**src/rtl/part_buf_deserializer.sv**
```systemverilog
// Gathers PARTS narrow parts into one WORD_W word. Early termination is via in_last.
// A single output register lets the next word collect while a finished word waits.
module part_buf_deserializer #(
  parameter  int WORD_W    = 32,
  parameter  int PARTS     = 4,
  parameter  bit MSB_FIRST = 1'b0,
  localparam int PART_W    = WORD_W / PARTS,
  localparam int CNT_W     = $clog2(PARTS + 1)
) (
  input  logic              clk,
  input  logic              rst,
  input  logic              in_valid,
  output logic              in_ready,
  input  logic [PART_W-1:0] in_data,
  input  logic              in_last,
  output logic              out_valid,
  input  logic              out_ready,
  output logic [WORD_W-1:0] out_data,
  output logic [CNT_W-1:0]  out_count
);

  if (PARTS < 2) begin : g_bad_parts
    $error("part_buf_deserializer: PARTS must be >= 2");
  end
  if (WORD_W % PARTS != 0) begin : g_bad_width
    $error("part_buf_deserializer: WORD_W must be a multiple of PARTS");
  end

  localparam logic [CNT_W-1:0] LAST_SLOT = CNT_W'(PARTS - 1);

  logic [CNT_W-1:0]  cnt_p0;
  logic [WORD_W-1:0] acc_p0;
  logic [WORD_W-1:0] merged;
  logic              slot_free;
  logic              accept;
  logic              complete;

  // Unfilled slots of acc_p0 are always zero, so the merge also zero-fills short words.
  for (genvar k = 0; k < PARTS; k++) begin : g_slot
    localparam int POS = MSB_FIRST ? (PARTS - 1 - k) : k;
    assign merged[POS*PART_W +: PART_W] =
      (cnt_p0 == CNT_W'(k)) ? in_data : acc_p0[POS*PART_W +: PART_W];
  end

  // A completing part needs the output register free or draining this cycle.
  assign slot_free = !out_valid || out_ready;
  assign in_ready  = !rst && (((cnt_p0 != LAST_SLOT) && !in_last) || slot_free);
  assign accept    = in_valid && in_ready;
  assign complete  = accept && ((cnt_p0 == LAST_SLOT) || in_last);

  // Stage p0: collection accumulator
  always_ff @(posedge clk) begin
    if (rst) begin
      cnt_p0 <= '0;
      acc_p0 <= '0;
    end else if (accept) begin
      if (complete) begin
        cnt_p0 <= '0;
        acc_p0 <= '0;
      end else begin
        cnt_p0 <= cnt_p0 + CNT_W'(1);
        acc_p0 <= merged;
      end
    end
  end

  // Stage p1: held output word
  always_ff @(posedge clk) begin
    if (rst) begin
      out_valid <= 1'b0;
      out_data  <= '0;
      out_count <= '0;
    end else if (complete) begin
      out_valid <= 1'b1;
      out_data  <= merged;
      out_count <= cnt_p0 + CNT_W'(1);
    end else if (out_ready) begin
      out_valid <= 1'b0;
    end
  end

endmodule

```
**config.mk**
```make
export PLATFORM = sky130hd
export DESIGN_NAME = part_buf_deserializer
export DESIGN_NICKNAME = d
export VERILOG_FILES = /design/src/rtl/part_buf_deserializer.sv
export SDC_FILE = /design/constraint.sdc
export NUM_CORES = 1
export LEC_CHECK = 0
export ABC_AREA = 0
export CAP_MARGIN = 20
export CORE_MARGIN = 2
export CORE_UTILIZATION = 53
export CTS_CLUSTER_DIAMETER = 150
export DETAILED_ROUTE_END_ITERATION = 10
export GPL_ROUTABILITY_DRIVEN = 0
export PLACE_DENSITY = 0.8
export SYNTH_ARGS = -nofsm -noshare
export SYNTH_HDL_FRONTEND = slang
export SYNTH_SLANG_ARGS = --single-unit
```
**constraint.sdc**
```tcl
create_clock -name clk -period 1.9 [get_ports clk]
set_input_delay 0.38 -clock clk [delete_from_list [all_inputs] [get_ports clk]]
set_output_delay 0.38 -clock clk [all_outputs]
set_load 0.02 [all_outputs]
```
# After elaboration in Yosys (flattened, before gate mapping)
# Cells that the tools add are included.
# W data, S select, Z words.
# word_totals
reg_bits,71
input_bits,13
output_inout_bits,37
word_cells,30
# op_classes
n_addsub,1
eq_ne,4
mux,8
reduce_logical,12
# op_table
cell,count
$mux W32,1
$mux W8,4
$eq A3 B2 Y1 const B,2
$logic_and A1 B1 Y1,4
$add A3 B1 Y3 const B,1
$eq A3 B1 Y1 const B,1
$logic_not A1 Y1,3
$logic_not A3 Y1,1
$logic_or A1 B1 Y1,3
$mux W3,1
$ne A3 B2 Y1 const B,1
$mux W1,2
$reduce_bool A2 Y1,1

# Logic depth before layout (Yosys ltp)
# logic_depth
depth_word,7
depth_mapped,9
ltp_nobuf,6

# Worst setup path after synthesis
# Ideal clock, no wire load.
# synth_path
path_kind,reg2out
start,reg cnt_p0[0]
end,out in_ready
arrival_time_ns,1.325
t_required_ns,1.520
path_slack_ns,0.195
stages_incl_launch_ff,7
n_path_buf,1
path_cell_list,dfxtp_1 -> ha_1 -> ha_1 -> buf_6 -> nor2_4 -> nor2_1 -> nor2_1
# synth_between
elab_chain_cells,4
# synth_lines
element,line,source
"start, declared",31,logic [CNT_W-1:0] cnt_p0;
"start signal, assigned",61,cnt_p0 <= cnt_p0 + CNT_W'(1);
$ne A3 B2 Y1,47,assign in_ready = !rst && (((cnt_p0 != LAST_SLOT) && !in_last) || slot_free);
$logic_and A1 B1 Y1,47,
$logic_or A1 B1 Y1,47,
$logic_and A1 B1 Y1,47,
"end, declared",13,"output logic in_ready,"
# No other way between the ends.

# Worst setup path after layout
# Ends and elaborated chain as after synthesis.

==> results by group <==
Yosys
  • #FFs+latches synth: 71
  • Synth cell types: 26
  • Post-synthesis async set-or-reset flop share: 0
  • Warning count from the yosys run: 0
  • Post-Syn Instances: about 260
  • Top cells by area, synth: dfxtp_1, mux2i_1, a211oi_2, a22o_1, nor2_1
  • Syn avg cell area: ~12 um^2
  • Syn_nets: approximately 280
  • Synth Cell Area: between 3000 and 4000 um^2
  • Seq/Total Area, Yosys: 0.4718
  • Ys flop type: dfxtp_1
  • EDFF count, synth: 0
  • Yosys top cell by area: dfxtp_1
  • Area share of the largest cell type after synthesis: 0.4718

GRT
  • Pin count of the biggest net entering global routing: 42
  • Initial antenna violation count: 0
  • First-pass GRT wire length: slightly above 10000 um
  • All-layer global routing usage: 0.2166
  • Vias in the first global route: roughly 2.1k
  • Global route overflow: 0

Drt
  • Initial DRC count: approximately 110
  • DRT Pass-1 Iters: 4
  • Routed len/inst: roughly 16 um
  • DRC viols: 0
  • Number of routed nets with antenna violations: 0
  • Wirelength, routed: roughly 6400 um
  • Vias post-DR: between 2k and 2.5k
  • Vias per std cell: between 5 and 6

Placement
  • Placed cells: 377
  • Detail Placement HPWL: 4190 um
  • Placed cell area: 3615 um^2
  • Port bufs: approximately 50

CTS
  • Clock-pin transition on the worst setup and hold timing paths: roughly 0.080 ns
  • Worst skew pair latency: about 0.34 ns
  • Clk sinks: slightly above 70
  • Total CTS buffers: 9
  • CTS Hold Bufs: 0
  • H-Tree Depth: 3
  • CTS tree: yes
  • Root Driver: clkbuf_8
  • Max Buffers Root-to-Sink: 2

Layout
  • Nets@finish: ~340
  • Antenna cells: 0
  • Fin cells: 394
  • Share of cells above drive strength 1: 0.2702
  • Area growth syn-to-layout: 28.90%
  • Design area: around 3900 um^2
  • FILL cells: between 400 and 500

Hold path
  • Worst Hold Launch: rst
  • Hold/Removal Path Class: input port to flip-flop
  • Worst Hold Depth: 2
  • End of the worst hold path: out_valid

STA
  • Final Hold Fails: 0
  • Final min period: roughly 1.8 ns
  • Setup TNS: 0 ns
  • Final Skew: 0.009678 ns
  • Slew Limit Fails: 0
  • Worst slew pin tran: 0.6626 ns
  • Final period util: 0.9719
  • # setup viols final: 0
  • Max Clk Rate: between 500 and 600 MHz
  • Relative slew slack: 0.5583

Die
  • Number of top-level pins: 50
  • Core footprint: approximately 5500 um^2
  • Die area: roughly 6300 um^2
  • Row count: 27
  • Initial core utilization: 0.5471
  • Die Y: slightly below 80 um
  • DIE WIDTH: approximately 79 um

Critical path
  • Critical Path Fanout Max: 2
  • Reg2Reg Setup Slack: roughly 0.10 ns
  • Critical Path Start Type: flip-flop
  • R2R Path End: acc_p0[10]
  • R2r startpoint: cnt_p0[0]
  • CP Class: flip-flop to primary output
  • Crit path DAT: around 1.5 ns
  • Crit path required time: 1.52 ns
  • Crit end category: primary output
  • FF-to-FF path depth: 8

Flow run
  • Maxcap violations: 0

Power
  • Pwr Total: between 3000 and 4000 uW
  • P_leak: approximately 0.0014 uW
  • PD cells: roughly 900 nW/um^2
  • Max VDD drop: between 0.0005 and 0.0006 V

Status
  • Status: finished, final reports clean
==> metrics by stage <==
stage	hold WS (ns)	setup WS [ns]	utilization
after floorplan	0.4291	0.1950	-
after global placement	0.4408	-0.1448	0.6564
after detailed placement	0.4447	-0.1862	0.6564
after CTS	0.3194	-0.08425	0.6980
after global routing	0.3078	-0.02989	0.7053
final	0.3274	0.05343	0.7053
==> cells by family after synthesis <==
family,count (synthesis),synth area share
AO/OA/AOI/OAI,65,0.2313
flip-flops,71,0.4718
AND/OR/NAND/NOR,58,0.1084
adder cells (fa/ha/maj),5,0.02076
buffers and inverters,23,0.05107
multiplexers,35,0.1167
==> layout by cell type (no fill, tap or decap), drive strengths merged, types with 2 or more instances in the layout <==
cell / netlist / routed
a211oi: 33 / 33
a22o: 25 / 25
and2: 8 / 8
buf: 19 / 21
bufinv: 0 / 2
clkbuf: 0 / 11
clkdlybuf4s50: 0 / 47
clkinvlp: 0 / 2
dfxtp: 71 / 71
ha: 5 / 5
inv: 4 / 4
mux2i: 34 / 34
nor2: 40 / 40
nor2b: 7 / 7
o22ai: 3 / 3
==> report_power, final <==
group | internal, uW | total (uW) | switching (uW)
sequential | 1550 | 1580 | 31.9
clock | 808 | 1360 | 550
combinational | 227 | 495 | 268
==> routing by layer <==
layer,vias to the layer above,GRT usage,share of wire
met5,-,0,0
met3,5,0.06787,0.042
met4,0,0.05690,0.0063
met2,49,0.3559,0.49
met1,1009,0.2769,0.46
li1,1046,-,-
==> flip-flops by register name, summed over array words and instances (netlist names) <==
register	cells
acc_p0	32
out_data	32
cnt_p0	3
out_count	3
out_valid	1
==> cell type report <==
class	instances	area (um^2)	area share
inverters	4	15.01	0.003866
clock buffers	11	151.4	0.03898
repair buffers	68	658.1	0.1695
well taps	72	90.09	0.02320
multi-input cells	163	1468	0.3779
clock inverters	5	80.08	0.02062
flip-flops and latches	71	1421	0.3660
==> synthesized netlist by cell type, types with 3 or more instances <==
library cell and count:
buf_2 9, mux2i_1 34, dfxtp_1 71, a211oi_1 8, and2_1 8, inv_1 4, buf_4 3, buf_6 6
a211oi_2 25, a22o_1 25, ha_1 5, nor2b_1 6, nor2_2 11, nor2_1 28, o22ai_4 3
==> what timing repair did <==
| item | CTS | global route |
|---|---|---|
| pin swaps | 0 | 1 |
| resized for setup | 5 | 8 |
| setup endpoints to repair | 26 | 48 |
| setup buffers | 0 | 1 |
==> worst max path at each step <==
| stage | startpoint | end | slack (ns) | cells past startpoint |
|---|---|---|---|---|
| global route | cnt_p0[0] | in_ready | -0.03 | 6 |
| finish | cnt_p0[0] | in_ready | 0.05 | 6 |
| floorplan | cnt_p0[0] | in_ready | 0.19 | 6 |
| detailed placement | in_last | acc_p0[12] | -0.19 | 6 |
| CTS | cnt_p0[0] | acc_p0[12] | -0.08 | 7 |
| global placement | out_ready | in_ready | -0.14 | 5 |
==> worst max-delay path, stage by stage (launching register included) <==
cell	delay (ns)
dfxtp_1	0.32
ha_1	0.23
ha_4	0.18
nor2_4	0.10
nor2_1	0.05
nor2_1	0.09
buf_4	0.15
(Power assumes the default switching activity.)
